[src/rtl/cgra_config_pkg.sv]
`timescale 1ns/1ps
// Shared definitions for the CGRA configuration bus: address field layout,
// reserved addresses and the decoded beat category.
package cgra_config_pkg;

   localparam int CFG_TILE_LSB = 0;
   localparam int CFG_TILE_W   = 16;
   localparam int CFG_FEAT_LSB = 16;
   localparam int CFG_FEAT_W   = 8;
   localparam int CFG_REG_LSB  = 24;
   localparam int CFG_REG_W    = 8;

   localparam logic [31:0] CFG_ADDR_IDLE   = 32'h0000_0000;
   localparam logic [31:0] CFG_ADDR_COMMIT = 32'hFFFF_FFFF;

   // Field view of a configuration address ("reg" is a keyword, hence regnum).
   typedef struct packed {
      logic [CFG_REG_W-1:0]  regnum;
      logic [CFG_FEAT_W-1:0] feature;
      logic [CFG_TILE_W-1:0] tile;
   } cfg_addr_t;

   // One-hot decode of a single beat.
   typedef struct packed {
      logic idle;
      logic commit;
      logic wr;
      logic rd;
      logic err;
      logic foreign;
   } cfg_dec_t;

endpackage

[src/rtl/cfg_addr_decode.sv]
`timescale 1ns/1ps
// Combinational classifier for one registered configuration beat.
module cfg_addr_decode
   import cgra_config_pkg::*;
#(
   parameter logic [15:0] TILE_ID    = 16'h0001,
   parameter logic [7:0]  FEATURE_ID = 8'h00,
   parameter int          NUM_REGS   = 8
) (
   input  logic [31:0] addr,
   input  logic        rd,
   output cfg_dec_t    dec
);

   cfg_addr_t fields;

   assign fields.regnum  = addr[CFG_REG_LSB  +: CFG_REG_W];
   assign fields.feature = addr[CFG_FEAT_LSB +: CFG_FEAT_W];
   assign fields.tile    = addr[CFG_TILE_LSB +: CFG_TILE_W];

   // Reserved addresses win first; then own-tile beats are split into
   // valid register accesses and errors; everything else is foreign.
   always_comb begin
      dec = '0;
      if (addr == CFG_ADDR_IDLE) begin
         dec.idle = 1'b1;
      end else if (addr == CFG_ADDR_COMMIT) begin
         dec.commit = 1'b1;
      end else if (fields.tile == TILE_ID) begin
         if ((fields.feature == FEATURE_ID) &&
             ({24'd0, fields.regnum} < 32'(NUM_REGS))) begin
            dec.wr = !rd;
            dec.rd = rd;
         end else begin
            dec.err = 1'b1;
         end
      end else begin
         dec.foreign = 1'b1;
      end
   end

endmodule

[src/rtl/tile_config_endpoint.sv]
`timescale 1ns/1ps
// Per-tile configuration bus endpoint: registers each beat, decodes it, and
// maintains shadow/active register banks, readback and an error counter.
module tile_config_endpoint
   import cgra_config_pkg::*;
#(
   parameter logic [15:0] TILE_ID     = 16'h0001,
   parameter logic [7:0]  FEATURE_ID  = 8'h00,
   parameter int          NUM_REGS    = 8,
   parameter logic [31:0] RESET_VALUE = 32'h0
) (
   input  logic                     clk_in,
   input  logic                     reset_in,
   input  logic [31:0]              config_addr_in,
   input  logic [31:0]              config_data_in,
   input  logic                     config_read_in,
   output logic [NUM_REGS*32-1:0]   cfg_regs_out,
   output logic [31:0]              config_rdata_out,
   output logic                     config_rdata_valid_out,
   output logic                     commit_pulse_out,
   output logic [7:0]               err_count_out
);

   logic [31:0]          addr_p1;
   logic [31:0]          data_p1;
   logic                 rd_p1;
   cfg_dec_t             dec_p1;
   logic [CFG_REG_W-1:0] reg_idx_p1;
   logic [31:0]          shadow_rd_p1;
   logic                 shadow_we_p1;
   logic                 commit_en_p1;
   logic                 rd_en_p1;
   logic                 err_en_p1;

   logic [31:0] shadow [NUM_REGS];
   logic [31:0] active [NUM_REGS];

   function automatic logic [7:0] sat_inc(input logic [7:0] v);
      if (v == 8'hFF) return v;
      return v + 8'd1;
   endfunction

   // ---- S1: capture every beat unconditionally ----
   // Input beat register.
   always_ff @(posedge clk_in or negedge reset_in) begin
      if (!reset_in) begin
         addr_p1 <= '0;
         data_p1 <= '0;
         rd_p1   <= 1'b0;
      end else begin
         addr_p1 <= config_addr_in;
         data_p1 <= config_data_in;
         rd_p1   <= config_read_in;
      end
   end

   // ---- S2: decode and act on the S1 beat ----
   cfg_addr_decode #(
      .TILE_ID    (TILE_ID),
      .FEATURE_ID (FEATURE_ID),
      .NUM_REGS   (NUM_REGS)
   ) u_decode (
      .addr (addr_p1),
      .rd   (rd_p1),
      .dec  (dec_p1)
   );

   assign reg_idx_p1 = addr_p1[CFG_REG_LSB +: CFG_REG_W];

   // Turn the one-hot decode into per-action enables.
   always_comb begin
      shadow_we_p1 = 1'b0;
      commit_en_p1 = 1'b0;
      rd_en_p1     = 1'b0;
      err_en_p1    = 1'b0;
      unique case (1'b1)
         dec_p1.commit:  commit_en_p1 = 1'b1;
         dec_p1.wr:      shadow_we_p1 = 1'b1;
         dec_p1.rd:      rd_en_p1     = 1'b1;
         dec_p1.err:     err_en_p1    = 1'b1;
         dec_p1.idle,
         dec_p1.foreign: ;
         default:        ;
      endcase
   end

   // Shadow readback mux; index is already range-checked by the decoder.
   always_comb begin
      shadow_rd_p1 = '0;
      for (int k = 0; k < NUM_REGS; k++) begin
         if (reg_idx_p1 == 8'(k)) shadow_rd_p1 = shadow[k];
      end
   end

   // Shadow writes and atomic shadow-to-active copy on commit.
   always_ff @(posedge clk_in or negedge reset_in) begin
      if (!reset_in) begin
         for (int k = 0; k < NUM_REGS; k++) begin
            shadow[k] <= RESET_VALUE;
            active[k] <= RESET_VALUE;
         end
      end else begin
         for (int k = 0; k < NUM_REGS; k++) begin
            if (shadow_we_p1 && (reg_idx_p1 == 8'(k))) shadow[k] <= data_p1;
            if (commit_en_p1) active[k] <= shadow[k];
         end
      end
   end

   // Readback capture, commit strobe and saturating error count.
   always_ff @(posedge clk_in or negedge reset_in) begin
      if (!reset_in) begin
         config_rdata_out       <= '0;
         config_rdata_valid_out <= 1'b0;
         commit_pulse_out       <= 1'b0;
         err_count_out          <= '0;
      end else begin
         config_rdata_valid_out <= rd_en_p1;
         commit_pulse_out       <= commit_en_p1;
         if (rd_en_p1)  config_rdata_out <= shadow_rd_p1;
         if (err_en_p1) err_count_out    <= sat_inc(err_count_out);
      end
   end

   for (genvar g = 0; g < NUM_REGS; g++) begin : g_regs_out
      assign cfg_regs_out[32*g +: 32] = active[g];
   end

endmodule

[config.mk]
export PLATFORM = sky130hd
export DESIGN_NAME = tile_config_endpoint
export DESIGN_NICKNAME = d
export VERILOG_FILES = /design/src/rtl/cgra_config_pkg.sv /design/src/rtl/cfg_addr_decode.sv /design/src/rtl/tile_config_endpoint.sv
export SDC_FILE = /design/constraint.sdc
export NUM_CORES = 1
export LEC_CHECK = 0
export ABC_CLOCK_PERIOD_IN_PS = 5100
export CAP_MARGIN = 20
export CORE_ASPECT_RATIO = 0.8
export CORE_MARGIN = 3
export CORE_UTILIZATION = 50
export CTS_CLUSTER_DIAMETER = 50
export DETAILED_ROUTE_END_ITERATION = 16
export PLACE_DENSITY_LB_ADDON = 0.2
export SKIP_LAST_GASP = 1
export SYNTH_ARGS = -nofsm -noshare
export SYNTH_HDL_FRONTEND = slang
export SYNTH_SLANG_ARGS = --single-unit
[constraint.sdc]
create_clock -name clk_in -period 5.1 [get_ports clk_in]
set_input_delay 1.02 -clock clk_in [delete_from_list [all_inputs] [get_ports clk_in]]
set_output_delay 1.02 -clock clk_in [all_outputs]
set_load 0.01 [all_outputs]
==> results by stage <==
Critical path:
- The worst setup path is captured at a register.
- The signal on the critical path passes through or4_4 > nor4_4 > nand4_1 > nor2_4 > buf_4 > mux2_2.
- The kind of launch point of the worst setup path is a register.
- The startpoint-to-endpoint class of the critical path is register to register.
- Among all stages on the critical path, the largest delay is contributed by sky130_fd_sc_hd__nor2_4.
- Along the worst path, the maximum fanout reaches 22.
- STA puts the critical path data required time at 5.59 ns.
- The arrival time at the worst endpoint is 3.97 ns.
- The largest single stage delay on the critical path is 0.86 ns.

Placement:
- The placed cell count is 2964.
- The wire-length estimate of the detail-placed layout is 42.13 mm.
- The worst setup slack before clock tree synthesis is 1.588 ns.
- The final weighted congestion in routability-driven placement is 0.7800.
- Buffers placed on the I/O ports in this run total 364.

Hold path:
- The min-delay analysis places its worst path in the category register to register.

Power and ir drop:
- VDD sags by at most 0.2681 mV.
- The total leakage power is 15.31 nW.
- Power spread over the standard cell area amounts to 311.4 mW/mm2.

Route:
- Dividing the detail-routed wire length by the instance count gives 21.26 um.
- In the routed design, unresolved DRC markers number 0.
- The total wirelength of the detailed-routed design is 65.23 mm.
- The number of detailed-routing iterations run before antenna repair is 5.
- The routed layout has 16.66k vias.
- The number of antenna-violating nets in the routed design is 0.
- In this run, the number of DRC markers left after iteration 0 of detailed routing was 1168.
- The per-cell via count in the routed design is 5.429.

Clock network:
- TritonCTS built the clock tree.
- After clock tree synthesis, the repair step resized 0 gates.
- The count of clock tree sinks is 619.
- After clock tree synthesis, the clock-pin slew on the worst setup and hold paths is 0.06 ns.
- Once the clock tree was built, the setup fixing pass inserted 0 buffers.
- The later pin in the worst-skew pair is clocked with a latency of 0.61 ns.
- Buffers inserted during clock tree synthesis total 59.
- In this run the deepest clock path goes through 3 buffers.
- Hold repair after CTS inserted 0 buffers.
- The clock tree root driver cell is sky130_fd_sc_hd__clkbuf_16.
- The H-tree generated during clock tree synthesis spans 2 levels.

Synth:
- The most numerous cell in the Yosys netlist is sky130_fd_sc_hd__nand2_1.
- The total of warnings raised by yosys is 0.
- The commonest cells after synthesis are sky130_fd_sc_hd__nand2_1, sky130_fd_sc_hd__dfrtp_1, sky130_fd_sc_hd__mux2_2.
- The async set-or-reset flop fraction in the synthesized netlist is 1.000.
- The number of synthesized flops with an enable pin is 0.
- The cell area that synthesis handed to floorplanning was 0.02443 mm2.
- For this run, the leading register cell type out of synthesis is sky130_fd_sc_hd__dfrtp_1.
- The number of nets handed over by synthesis was 2133.
- The unique cell type count in the Yosys netlist is 38.
- The cell count after synthesis is 2065.
- The share of synthesized area occupied by flip-flops and latches is 0.6340.
- Ranked by total cell area, the synthesized netlist is headed by sky130_fd_sc_hd__dfrtp_1, sky130_fd_sc_hd__nand2_1, sky130_fd_sc_hd__mux2_2.
- The synthesis-stage register bit count is 619.
- The share of synthesized area in the top cell type comes to 0.6340.
- The biggest area contributor in the post-synthesis netlist is sky130_fd_sc_hd__dfrtp_1.
- The mean instance size in the synthesized netlist is 11.83 um2.

Flow run:
- The tool flagged a number of max-cap violations equal to 0.

Die:
- The die is 253.1 um wide.
- The placement row count is 71.
- For this configuration, the core starts out at a cell density of 0.5131.
- The die is 203.7 um tall.
- The floorplan step defined a die boundary enclosing 0.05157 mm2.
- The region available for standard cell placement spans 0.04762 mm2.
- The count of pins on the block boundary is 365.

STA:
- The final worst setup slack is 1.613 ns.
- The share of the cycle needed by the critical path after routing is 0.6838.
- Setup repair after global routing left no endpoint under its margin.
- The transition at the pin with the smallest max-transition slack is 1.048 ns.
- In this run the tightest slew margin relative to its limit is 0.3014.
- The number of pins exceeding their max-slew limit in the final report is 0.
- The post-route setup TNS is 0 ns.
- The final count of negative-setup-slack endpoints is 0.
- The final-layout worst hold slack is 0.4649 ns.
- The final setup skew is 0.01208 ns.
- The final period demand of the worst path is 3.487 ns.
- Static timing analysis puts the maximum clock frequency at 0.2867 GHz.
- The number of failing hold endpoints at the final stage came to 0.

GRT:
- The first global-routing pass estimated 101.4 mm of wire.
- The number of antenna violations at the first check in global routing was 1.
- In the global route stage, overall resource usage came out at 0.2567.
- The met2 layer usage reported by global route is 0.4048.
- The met3 layer usage reported by global route is 0.03723.
- The total overflow left after global routing is 0.
- The most used routing layer in global routing is met2.
- The largest net degree at the start of global routing is 113.
- In the global route stage, met1 resource usage came out at 0.3757.
- The via count of the first global-routing pass is 17.13k.

Run status:
- The flow ran to the end, and the final reports show no timing, DRC or antenna violations.

Finish:
- From synthesis to final layout, the design area changed by 25.68%.
- Of the cells placed in the final design, the portion with a size suffix greater than 1 is 0.1888.
- The number of non-filler instances in the completed layout is 3068.
- The number of nets at the end of the flow is 2473.
## through the flow
stage / util / area, um2 / power (mW)
finish: 0.6449 / 30710 / 9.563
global route: 0.6449 / 30710 / 9.873
CTS: 0.6448 / 30700 / 9.655
detailed placement: 0.6044 / 28780 / 5.327
global placement: 0.6044 / 28780 / 5.325
floorplan: - / 24430 / 5.119
## kinds of logic after synthesis
| kind of cell | after synthesis | share of synthesized area |
|---|---|---|
| DFF | 619 | 0.6340 |
| adders and majority gates | 1 | 0.0005120 |
| and+or+nand+nor | 891 | 0.1461 |
| muxes | 342 | 0.1759 |
| AOI/OAI and AO/OA | 87 | 0.02064 |
| buffers and inverters | 118 | 0.02038 |
| xor gates and xnor gates | 7 | 0.002509 |
## power breakdown
part	internal, mW	switching (mW)
Sequential	4.94	0.0626
Combinational	0.0856	0.146
Clock	2.51	1.82
## state kept, by name (all words and copies together), names as in the netlist
signal                  flops
err_count_out               8
cfg_regs_out              256
config_rdata_valid_out      1
addr_p1                    32
config_rdata_out           32
data_p1                    32
rd_p1                       1
commit_pulse_out            1
shadow                    256
## final timing paths
kind | start | endpoint | slack, ns | depth (start not counted)
max | addr_p1[30]$_DFF_PN0_ | shadow[90]$_DFFE_PN0P_ | 1.61 | 6
min | cfg_regs_out[209]$_DFFE_PN0P_ | cfg_regs_out[209]$_DFFE_PN0P_ | 0.46 | 2
max reg2reg | addr_p1[30]$_DFF_PN0_ | shadow[90]$_DFFE_PN0P_ | 1.61 | 6
min reg2reg | cfg_regs_out[209]$_DFFE_PN0P_ | cfg_regs_out[209]$_DFFE_PN0P_ | 0.46 | 2
max in group asynchronous | reset_in | addr_p1[10]$_DFF_PN0_ | 3.44 | 2
min in group asynchronous | reset_in | cfg_regs_out[247]$_DFFE_PN0P_ | 0.48 | 1
## cell type report
class                   count  area (um2)
fillers                  3622       16910
flip-flops and latches    619       15500
multi-input cells        1328        8511
repair buffers            396        3989
clock buffers              95        1854
well taps                 620       775.7
clock inverters             8       70.07
inverters                   1       3.754
diodes                      1       2.502
## critical path, delay by kind of cell (launching register included)
| family | cells | cell delay (ns) |
|---|---|---|
| flip-flops | 1 | 0.38 |
| AND/OR/NAND/NOR | 4 | 2.25 |
| multiplexers | 1 | 0.36 |
| buffers and inverters | 1 | 0.37 |
## routing by layer
layer  routed length, um  up-vias
li1                    -     7524
met1               29300     8553
met2               30700      477
met3                3621      103
met4                1603        0
met5                   0        -
## placed cells by master, fill, tap and decap left out, types with 12 or more instances in the layout
cell type and instances:
sky130_fd_sc_hd__buf_4 24, sky130_fd_sc_hd__clkbuf_1 14, sky130_fd_sc_hd__clkbuf_16 61, sky130_fd_sc_hd__clkbuf_8 20
sky130_fd_sc_hd__clkdlybuf4s50_1 363, sky130_fd_sc_hd__dfrtp_1 616, sky130_fd_sc_hd__mux2_2 268, sky130_fd_sc_hd__mux2i_1 21
sky130_fd_sc_hd__mux4_2 42, sky130_fd_sc_hd__nand2_1 817, sky130_fd_sc_hd__nor2_1 14, sky130_fd_sc_hd__o21ai_0 43
sky130_fd_sc_hd__or2_2 12
Power figures use the tool's default switching activity.
